File: src/rtl/usbh_report_pkg.sv
// Shared constants for the HID gamepad decoder: NES button order, the button
// vector type and the default Xbox360 report layout used as parameter defaults.
package usbh_report_pkg;

  localparam int BTN_A      = 0;
  localparam int BTN_B      = 1;
  localparam int BTN_SELECT = 2;
  localparam int BTN_START  = 3;
  localparam int BTN_UP     = 4;
  localparam int BTN_DOWN   = 5;
  localparam int BTN_LEFT   = 6;
  localparam int BTN_RIGHT  = 7;

  typedef logic [7:0] nes_btn_t;

  localparam int XB360_REPORT_BITS = 160;
  localparam int XB360_AXIS_BITS   = 16;
  localparam int XB360_X_LSB       = 48;
  localparam int XB360_Y_LSB       = 64;
  localparam int XB360_BTN_A       = 28;
  localparam int XB360_BTN_B       = 29;
  localparam int XB360_BTN_START   = 20;
  localparam int XB360_BTN_SELECT  = 21;
  localparam int XB360_TURBO_A     = 25;
  localparam int XB360_TURBO_B     = 47;

endpackage

File: src/rtl/usbh_axis_hyst.sv
// One signed analog axis to a pair of direction bits with on/off hysteresis.
// Thresholds are compared one bit wider so the most negative axis value is exact.
module usbh_axis_hyst #(
  parameter int c_axis_bits = 16,
  parameter int c_axis_on   = 16384,
  parameter int c_axis_off  = 8192
) (
  input  logic                          i_clk,
  input  logic                          i_rst,
  input  logic                          i_clr,
  input  logic                          i_valid,
  input  logic signed [c_axis_bits-1:0] i_axis,
  output logic                          o_pos,
  output logic                          o_neg
);

  localparam int c_w = c_axis_bits + 1;

  localparam logic signed [c_w-1:0] c_on_pos  = c_w'(c_axis_on);
  localparam logic signed [c_w-1:0] c_on_neg  = c_w'(-c_axis_on);
  localparam logic signed [c_w-1:0] c_off_pos = c_w'(c_axis_off);
  localparam logic signed [c_w-1:0] c_off_neg = c_w'(-c_axis_off);

  logic signed [c_w-1:0] w_axis;
  assign w_axis = {i_axis[c_axis_bits-1], i_axis};

  // NOTE: non-blocking assignments so every flop samples pre-edge values.
  always_ff @(posedge i_clk) begin
    if (i_rst) begin
      o_pos <= 1'b0;
      o_neg <= 1'b0;
    end else if (i_valid) begin
      // Asserted: hold until below the off threshold. Idle: wait for the on threshold.
      o_pos <= o_pos ? (w_axis >= c_off_pos) : (w_axis >= c_on_pos);
      o_neg <= o_neg ? (w_axis <= c_off_neg) : (w_axis <= c_on_neg);
    end else if (i_clr) begin
      o_pos <= 1'b0;
      o_neg <= 1'b0;
    end
  end

endmodule

File: src/rtl/usbh_report_decoder_gamepad.sv
// HID report to NES button decoder with axis hysteresis, exact-rate autofire and
// a report-loss watchdog enabled by the USBH_REPORT_TIMEOUT_EN macro.
module usbh_report_decoder_gamepad
  import usbh_report_pkg::*;
#(
  parameter int c_clk_hz      = 48000000,
  parameter int c_autofire_hz = 10,
  parameter int c_report_bits = XB360_REPORT_BITS,
  parameter int c_axis_bits   = XB360_AXIS_BITS,
  parameter int c_x_lsb       = XB360_X_LSB,
  parameter int c_y_lsb       = XB360_Y_LSB,
  parameter int c_axis_on     = 16384,
  parameter int c_axis_off    = 8192,
  parameter int c_btn_a       = XB360_BTN_A,
  parameter int c_btn_b       = XB360_BTN_B,
  parameter int c_btn_start   = XB360_BTN_START,
  parameter int c_btn_select  = XB360_BTN_SELECT,
  parameter int c_turbo_a     = XB360_TURBO_A,
  parameter int c_turbo_b     = XB360_TURBO_B,
  parameter int c_timeout_ms  = 100
) (
  input  logic                     i_clk,
  input  logic                     i_rst,
  input  logic [c_report_bits-1:0] i_report,
  input  logic                     i_report_valid,
  output nes_btn_t                 o_btn,
  output logic                     o_active
);

  if (c_axis_off >= c_axis_on) begin : g_bad_axis_thresholds
    $error("c_axis_off must be less than c_axis_on");
  end
  if (c_timeout_ms < 1) begin : g_bad_timeout
    $error("c_timeout_ms must be at least 1");
  end

  localparam int c_af_tc = c_clk_hz / (2 * c_autofire_hz) - 1;
  localparam int c_af_w  = (c_af_tc > 0) ? $clog2(c_af_tc + 1) : 1;
  localparam logic [c_af_w-1:0] c_af_tc_v = c_af_w'(c_af_tc);

  logic r_a, r_b, r_select, r_start, r_turbo_a, r_turbo_b, r_alive;
  logic r_phase;
  logic [c_af_w-1:0] r_af_cnt;
  logic w_up, w_down, w_left, w_right;
  logic w_wd_clr;
  logic w_turbo_rise;
  nes_btn_t w_btn;

  logic w_unused;
  assign w_unused = ^i_report;

`ifdef USBH_REPORT_TIMEOUT_EN
  localparam longint c_wd_sat = (longint'(c_timeout_ms) * longint'(c_clk_hz)) / 1000;
  localparam int c_wd_w = (c_wd_sat > 1) ? $clog2(c_wd_sat + 1) : 1;
  localparam logic [c_wd_w-1:0] c_wd_sat_v = c_wd_w'(c_wd_sat);

  logic [c_wd_w-1:0] r_wd_cnt;

  always_ff @(posedge i_clk) begin
    if (i_rst || i_report_valid) begin
      r_wd_cnt <= '0;
    end else if (r_wd_cnt != c_wd_sat_v) begin
      r_wd_cnt <= r_wd_cnt + c_wd_w'(1);
    end
  end

  assign w_wd_clr = (r_wd_cnt == c_wd_sat_v);
`else
  assign w_wd_clr = 1'b0;
`endif

  // A valid report outranks a watchdog clear landing in the same cycle.
  always_ff @(posedge i_clk) begin
    if (i_rst) begin
      r_a       <= 1'b0;
      r_b       <= 1'b0;
      r_select  <= 1'b0;
      r_start   <= 1'b0;
      r_turbo_a <= 1'b0;
      r_turbo_b <= 1'b0;
      r_alive   <= 1'b0;
    end else if (i_report_valid) begin
      r_a       <= i_report[c_btn_a];
      r_b       <= i_report[c_btn_b];
      r_select  <= i_report[c_btn_select];
      r_start   <= i_report[c_btn_start];
      r_turbo_a <= i_report[c_turbo_a];
      r_turbo_b <= i_report[c_turbo_b];
      r_alive   <= 1'b1;
    end else if (w_wd_clr) begin
      r_a       <= 1'b0;
      r_b       <= 1'b0;
      r_select  <= 1'b0;
      r_start   <= 1'b0;
      r_turbo_a <= 1'b0;
      r_turbo_b <= 1'b0;
      r_alive   <= 1'b0;
    end
  end

  usbh_axis_hyst #(
    .c_axis_bits (c_axis_bits),
    .c_axis_on   (c_axis_on),
    .c_axis_off  (c_axis_off)
  ) u_x_hyst (
    .i_clk   (i_clk),
    .i_rst   (i_rst),
    .i_clr   (w_wd_clr),
    .i_valid (i_report_valid),
    .i_axis  (i_report[c_x_lsb +: c_axis_bits]),
    .o_pos   (w_right),
    .o_neg   (w_left)
  );

  usbh_axis_hyst #(
    .c_axis_bits (c_axis_bits),
    .c_axis_on   (c_axis_on),
    .c_axis_off  (c_axis_off)
  ) u_y_hyst (
    .i_clk   (i_clk),
    .i_rst   (i_rst),
    .i_clr   (w_wd_clr),
    .i_valid (i_report_valid),
    .i_axis  (i_report[c_y_lsb +: c_axis_bits]),
    .o_pos   (w_up),
    .o_neg   (w_down)
  );

  // A fresh turbo press restarts the divider so the first shot is immediate.
  assign w_turbo_rise = i_report_valid &
                        ((i_report[c_turbo_a] & ~r_turbo_a) |
                         (i_report[c_turbo_b] & ~r_turbo_b));

  always_ff @(posedge i_clk) begin
    if (i_rst) begin
      r_af_cnt <= '0;
      r_phase  <= 1'b0;
    end else if (w_turbo_rise) begin
      r_af_cnt <= '0;
      r_phase  <= 1'b1;
    end else if (r_af_cnt == c_af_tc_v) begin
      r_af_cnt <= '0;
      r_phase  <= ~r_phase;
    end else begin
      r_af_cnt <= r_af_cnt + c_af_w'(1);
    end
  end

  // NOTE: default first so no latch is inferred.
  always_comb begin
    w_btn             = '0;
    w_btn[BTN_A]      = r_a | (r_turbo_a & r_phase);
    w_btn[BTN_B]      = r_b | (r_turbo_b & r_phase);
    w_btn[BTN_SELECT] = r_select;
    w_btn[BTN_START]  = r_start;
    w_btn[BTN_UP]     = w_up;
    w_btn[BTN_DOWN]   = w_down;
    w_btn[BTN_LEFT]   = w_left;
    w_btn[BTN_RIGHT]  = w_right;
  end

  always_ff @(posedge i_clk) begin
    if (i_rst) begin
      o_btn    <= '0;
      o_active <= 1'b0;
    end else begin
      o_btn    <= w_btn;
      o_active <= r_alive;
    end
  end

endmodule

File: config.mk
export PLATFORM = sky130hd
export DESIGN_NAME = usbh_report_decoder_gamepad
export DESIGN_NICKNAME = d
export VERILOG_FILES = /design/src/rtl/usbh_report_pkg.sv /design/src/rtl/usbh_axis_hyst.sv /design/src/rtl/usbh_report_decoder_gamepad.sv
export SDC_FILE = /design/constraint.sdc
export NUM_CORES = 1
export LEC_CHECK = 0
export ABC_AREA = 0
export BUFFER_PORTS_ARGS = -buffer_cell sky130_fd_sc_hd__buf_2
export CORE_MARGIN = 4
export CORE_UTILIZATION = 30
export DETAILED_ROUTE_END_ITERATION = 6
export GPL_TIMING_DRIVEN = 0
export PLACE_DENSITY = 0.68
export SLEW_MARGIN = 40
export SYNTH_ARGS = -nofsm -noshare
export SYNTH_HDL_FRONTEND = slang
export SYNTH_SLANG_ARGS = --single-unit
File: constraint.sdc
create_clock -name i_clk -period 5.3 [get_ports i_clk]
set_input_delay 0.53 -clock i_clk [delete_from_list [all_inputs] [get_ports i_clk]]
set_output_delay 0.53 -clock i_clk [all_outputs]
set_load 0.005 [all_outputs]
==> summary.md, run 1 <==
• **Max rail drop VDD** 160 uV
• **Bufs and invs on worst path** 1
• **H-tree levels** 2
• **DP Worst Slack** 3170 ps
• **Initial Util** 31.7%
• **Congestion Overflow GR** 0
• **Layout area overhead** 23.8%
• **Detailed Route WL** 3.96 mm
• **transition at the pin with the smallest max-transition slack** 579 ps
• **area fraction of the dominant cell type after synthesis** 47.8%
• **Clk Latency, worst-skew pair** 300 ps
• **reported net switching power** 0.146 mW
• **share of total power in combinational logic** 7.8%
• **run status** finished clean
• **register name with the most flops** r_af_cnt
• **power density cells** 268 nW/um2
• **setup repair bufs after CTS** 0
• **commonest cells in the synthesized netlist** dfxtp_1, nor2_1, xnor2_1
• **DR iter-0 viols** 93
• **Max Clock Skew** 8.65 ps
• **f_max** 462 MHz
• **height of the die** 85.5 um
• **ordered cell list for the critical path** ha_1, nand3_1, or2_2, clkbuf_1, or4_1, a21oi_1
• **async set or reset register ratio after synthesis** 0%
• **number of nets in the synthesized netlist** 369
• **total of warnings raised by yosys** 0
• **largest net degree at the start of global routing** 16
• **share of post-route cells with drive strength above 1** 24.0%
• **post-CTS clock slew at the launch and capture registers of the worst setup and hold paths** 90 ps
• **number of flops mapped to enable cells by yosys** 0
• **full die area** 7310 um2
• **instance area after placement** 2140 um2
• **vias in the first global route** 1591
• **proportion of power drawn by the clock network** 35.5%
• **Max-Cap Viols** 0
• **switching share of power** 24.5%
• **CTS tree** built
• **number of antenna violations at the first check in global routing** 1
• **portion of total power attributed to sequential cells** 56.7%
• **met3 wire length** 463 um
• **CP delay by family, top** simple AND/OR/NAND/NOR gates
• **flip-flop count of the largest register after layout** 22
• **number of top-level pins** 172
• **leading post-synthesis cells by cell area** dfxtp_1, nor2_1, xnor2_1
• **Post-Syn Area per Cell** 8.78 um2
• **most used flip-flop cell after synthesis** dfxtp_1
• **type of origin of the critical path** flop
• **Worst slew margin** 61.4%
• **final critical delay including setup and external delays** 2170 ps
• **cts hold-fix bufs** 0
• **path type of the worst setup path** reg2reg
• **vias** 1627
• **critical path endpoint category** flop
• **Vias per Instance** 4.87
• **first-pass iteration count of the detailed router** 4
• **largest registers ranked by flip-flop count** r_af_cnt (22), o_btn (8)
• **count of cell types in the netlist** 30
• **cell type with the largest total area after synthesis** dfxtp_1
• **highest metal layer with signal wires** met5
• **final period utilization** 40.9%
• **post-DR wirelength/cell** 11.9 um
• **# port buffers** 49
• **placeable core region** 5680 um2
• **count of unresolved DRC violations after routing** 0
• **crit path max fanout** 10
• **post-route met1 wirelength** 1.81 mm
• **leakage power** 0.835 nW
• **global-route wire length before repair** 6.73 mm
• **DIE WIDTH** 85.5 um
• **min-delay worst type** in2reg
• **half-perimeter wire length after placement** 2.96 mm
• **sequential element share of the synthesized area** 47.8%
• **Inserted Diodes** 0
• **clock sink total** 43
• **utilization of the core after routing** 39.3%
• **slowest cell on the critical path** or4_1
• **number of hold-slack violations in the final timing report** 0
• **TritonCTS Buffers** 5
• **Non-Filler Cell Area, Final** 2230 um2
• **global placement routability congestion** 0.747
• **Mapped Cells** 205
• **net total in the final layout** 425
• **RSZ-0062 raised after global routing** false
• **arrival time worst endpoint** 2400 ps
• **Crit path required time** 5530 ps
• **synthesis-stage register bit count** 43
• **residual antenna-violating net count after detailed routing** 0
• **clock tree root buffer cell** clkbuf_8
• **Total GRT Usage** 11.4%
• **maximum number of buffers from clock root to sink** 2
• **number of placement rows** 27
• **Mapped Area** 1800 um2
• **final setup violation count** 0
• **Sum Neg Setup Slack** 0 ps
• **Final Worst Setup Slack** 3130 ps
• **Gates resized, CTS repair** 0
• **largest incremental delay on the critical path** 550 ps
• **cell with the most instances after synthesis** dfxtp_1
• **Met2 Wirelength** 1.62 mm
• **Final Slew Violations** 0
• **Pint** 0.450 mW
-- cell usage in the layout, fill, tap and decap left out, types with 3 or more instances in the layout --
cell	instances
nand2_1	9
o31ai_1	5
or2_2	3
nor3_1	6
o21ai_0	9
dfxtp_1	43
nor4_1	7
xnor2_1	12
inv_1	10
nand3_1	9
mux2i_1	6
nor2_1	32
clkbuf_1	4
buf_2	51
clkbuf_8	5
nand4_1	4
a21oi_1	8
o211ai_1	3
or4_1	6
nor2b_1	10
-- logic make-up (layout without fill, tap and decap cells) --
group / count (synthesis) / count (layout) / synth area share (%)
AO/OA/AOI/OAI: 31 / 31 / 11.0
AND/OR/NAND/NOR: 93 / 93 / 27.0
XOR/XNOR: 13 / 13 / 6.32
buffers and inverters: 18 / 75 / 3.89
multiplexers: 6 / 6 / 3.34
flip-flops: 43 / 43 / 47.8
adder cells (fa/ha/maj): 1 / 1 / 0.695
-- per-layer routing --
metal	up-vias	track usage, %
met5	-	0
met4	2	4.17
met3	7	5.05
met2	58	17.5
met1	731	14.1
li1	829	-
-- worst register-to-register path, cell delays in order (launching register included) --
cell and delay (ps):
dfxtp_1 390, ha_1 210, nand3_1 230, or2_2 360
clkbuf_1 230, or4_1 550, a21oi_1 150
-- metrics by stage --
| stage | hold slack, ps | instances | total power, mW |
|---|---|---|---|
| floorplan | 427 | 205 | 0.368 |
| global placement | 443 | 326 | 0.392 |
| finish | 467 | 334 | 0.597 |
| detailed placement | 457 | 326 | 0.393 |
| CTS | 461 | 334 | 0.606 |
| global route | 471 | 334 | 0.625 |
-- layout make-up --
| class | instances | area [um2] |
|---|---|---|
| Clock buffer | 5 | 68.8 |
| Multi-Input combinational cell | 144 | 870 |
| Buffer | 8 | 32.5 |
| Tap cell | 72 | 90.1 |
| Inverter | 10 | 37.5 |
| Clock inverter | 3 | 25.0 |
| Fill cell | 565 | 3450 |
| Sequential cell | 43 | 861 |
| Timing Repair Buffer | 49 | 245 |
-- path summary, 6_finish.rpt --
kind,startpoint,to,slack [ps],depth (start not counted)
max,r_af_cnt[0],r_af_cnt[18],3130,6
min,i_report[20],r_start,470,3
min reg2reg,r_start,o_btn[3],470,1
max reg2reg,r_af_cnt[0],r_af_cnt[18],3130,6
-- power groups by stage --
| stage | Combinational (mW) | Clock, mW | Sequential, mW |
|---|---|---|---|
| final | 0.0468 | 0.212 | 0.338 |
| after global routing | 0.0541 | 0.231 | 0.340 |
| after CTS | 0.0476 | 0.220 | 0.338 |
| after detailed placement | 0.0472 | 0 | 0.346 |
| after global placement | 0.0465 | 0 | 0.346 |
| after floorplan | 0.0229 | 0 | 0.345 |
Note: power is estimated with default switching activity, not from simulation.
==> run 2: changes to the inputs <==
- clock period: 5.3 -> 2.1 ns (I/O delays scaled with it)
==> run 2 against run 1 <==
- total power grew to 2.5 times the previous value
- hold slack worse by 320 ps
- global-route usage is 0.10 points higher
- critical path depth unchanged
- non-clock buffer count is 7 higher
- combinational power grew to 2.7 times the previous value
- final area increased by 4.3%
- critical endpoint unchanged
- highest routed layer unchanged
==> summary.md, run 2 (synthesis results as in run 1) <==
• **area of the multi-input gates** 888 um2
• **min-delay src** i_report[20]
• **worst hold slack after final layout** 148 ps
• **number of placement rows** 27
• **height of the die** 85.5 um
• **f_max** 490 MHz
• **proportion of power drawn by the clock network** 35.4%
• **Vias per Instance** 4.86
• **maximum number of buffers from clock root to sink** 2
• **global-route wire length before repair** 6.80 mm
• **final setup violation count** 0
• **full die area** 7310 um2
• **clock sink total** 43
• **Max Clock Skew** 7.31 ps
• **arrival time worst endpoint** 2230 ps
• **path type of the worst setup path** reg2reg
• **Sequential cell area** 868 um2
• **utilization of the core after routing** 41.0%
• **r2r setup slk** 60 ps
• **Reg2Reg Capture Point** r_af_cnt[18]
• **power density cells** 652 nW/um2
• **register name with the most flops** r_af_cnt
• **number of cells on the worst reg-to-reg path** 6
• **first-pass iteration count of the detailed router** 4
• **most frequent cells in the layout** buf_2, dfxtp_1, nor2_1
• **crit path max fanout** 5
• **number of antenna violations at the first check in global routing** 1
• **Inserted Diodes** 0
• **# port buffers** 49
• **RSZ-0062 raised after global routing** true
• **Max-Cap Viols** 0
• **count of unresolved DRC violations after routing** 0
• **reported net switching power** 0.375 mW
• **DR iter-0 viols** 95
• **post-CTS clock slew at the launch and capture registers of the worst setup and hold paths** 90 ps
• **net total in the final layout** 432
• **Pint** 1.14 mW
• **Max rail drop VDD** 403 uV
• **number of top-level pins** 172
• **residual antenna-violating net count after detailed routing** 0
• **share of post-route cells with drive strength above 1** 29.4%
• **dpl cells** 326
• **Detailed Route WL** 4.16 mm
• **non-filler cells in the finished layout** 341
• **Worst slew margin** 60.3%
• **largest net degree at the start of global routing** 16
• **cts hold-fix bufs** 0
• **switching share of power** 24.7%
• **largest registers ranked by flip-flop count** r_af_cnt (22), o_btn (8)
• **clock tree root buffer cell** clkbuf_8
• **portion of total power attributed to sequential cells** 56.2%
• **transition at the pin with the smallest max-transition slack** 595 ps
• **number of hold-slack violations in the final timing report** 0
• **hold path cells** 3
• **Crit path required time** 2290 ps
• **Congestion Overflow GR** 0
• **run status** finished clean
• **most common library cell in the layout ignoring fill and taps** buf_2
• **leakage power** 0.879 nW
• **vias in the first global route** 1595
• **min-delay worst type** in2reg
• **share of total power in combinational logic** 8.4%
• **terminating pin of the worst hold path** r_start
• **H-tree levels** 2
• **half-perimeter wire length after placement** 2.96 mm
• **placeable core region** 5680 um2
• **startpoint of the worst register-to-register path** r_af_cnt[13]
• **global placement routability congestion** 0.747
• **post-DR wirelength/cell** 12.2 um
• **final critical delay including setup and external delays** 2040 ps
• **DIE WIDTH** 85.5 um
• **Total GRT Usage** 11.5%
• **Clk Latency, worst-skew pair** 300 ps
• **number of fill cells in the layout** 559
• **Final Slew Violations** 0
• **Initial Util** 31.7%
• **CTS tree** built
• **TritonCTS Buffers** 5
• **vias** 1657
• **Layout area overhead** 29.1%
• **critical path endpoint category** flop
• **final period utilization** 97.3%
• **type of origin of the critical path** flop
• **flip-flop count of the largest register after layout** 22
[run 2: layout make-up]
type	instances	share of cell area, %
Multi-Input combinational cell	144	38.2
Clock buffer	5	2.96
Timing Repair Buffer	57	13.3
Inverter	10	1.61
Sequential cell	43	37.4
Clock inverter	3	1.08
Tap cell	72	3.88
Buffer	7	1.61
[run 2: worst max-delay path, cell delays in order, from the launching register on]
cell and delay [ps]:
dfxtp_2 350, or4b_1 510, or4_4 530, o211ai_1 210
buf_4 160, buf_6 120, a21oi_1 40
[run 2: worst max path at each step]
stage          slack, ps          from  depth (start not counted)           end
2_1_floorplan        200   r_af_cnt[0]                          6  r_af_cnt[18]
3_3_place_gp        -0.3   r_af_cnt[0]                          6  r_af_cnt[18]
3_5_place_dp         -30   r_af_cnt[0]                          6  r_af_cnt[18]
4_1_cts                2   r_af_cnt[0]                          6  r_af_cnt[18]
5_1_grt              -50   r_af_cnt[8]                          6  r_af_cnt[18]
6_report              60  r_af_cnt[13]                          6  r_af_cnt[18]
[run 2: power by group through the flow]
stage	combinational [mW]	clock, mW	sequential (mW)
6_report	0.128	0.537	0.852
5_1_grt	0.146	0.584	0.856
4_1_cts	0.120	0.556	0.854
3_5_place_dp	0.119	0	0.873
3_3_place_gp	0.117	0	0.873
2_1_floorplan	0.0579	0	0.871
[run 2: what timing repair did]
action                                  4_1_cts  5_1_grt
buffers inserted                              0        7
pin swaps                                     0        2
cloned                                        0        1
resized for setup                             1       16
endpoints found under the setup margin       19       21
[run 2: layer usage]
metal	up-vias	GRT usage, %	wire length (um)
li1	844	-	-
met1	749	14.2	1890
met2	55	17.7	1750
met3	7	5.05	453
met4	2	4.17	56
met5	-	0	13
[run 2: through the flow]
stage / setup slack [ps] / area [um2] / power (mW) / TNS, ps
after floorplan: 197 / 1800 / 0.928 / 0
after CTS: 1.89 / 2230 / 1.53 / 0
after detailed placement: -32.7 / 2140 / 0.992 / -33.3
after global placement: -0.251 / 2140 / 0.990 / -0.251
final: 57.5 / 2320 / 1.52 / 0
after global routing: -47.8 / 2320 / 1.59 / -260
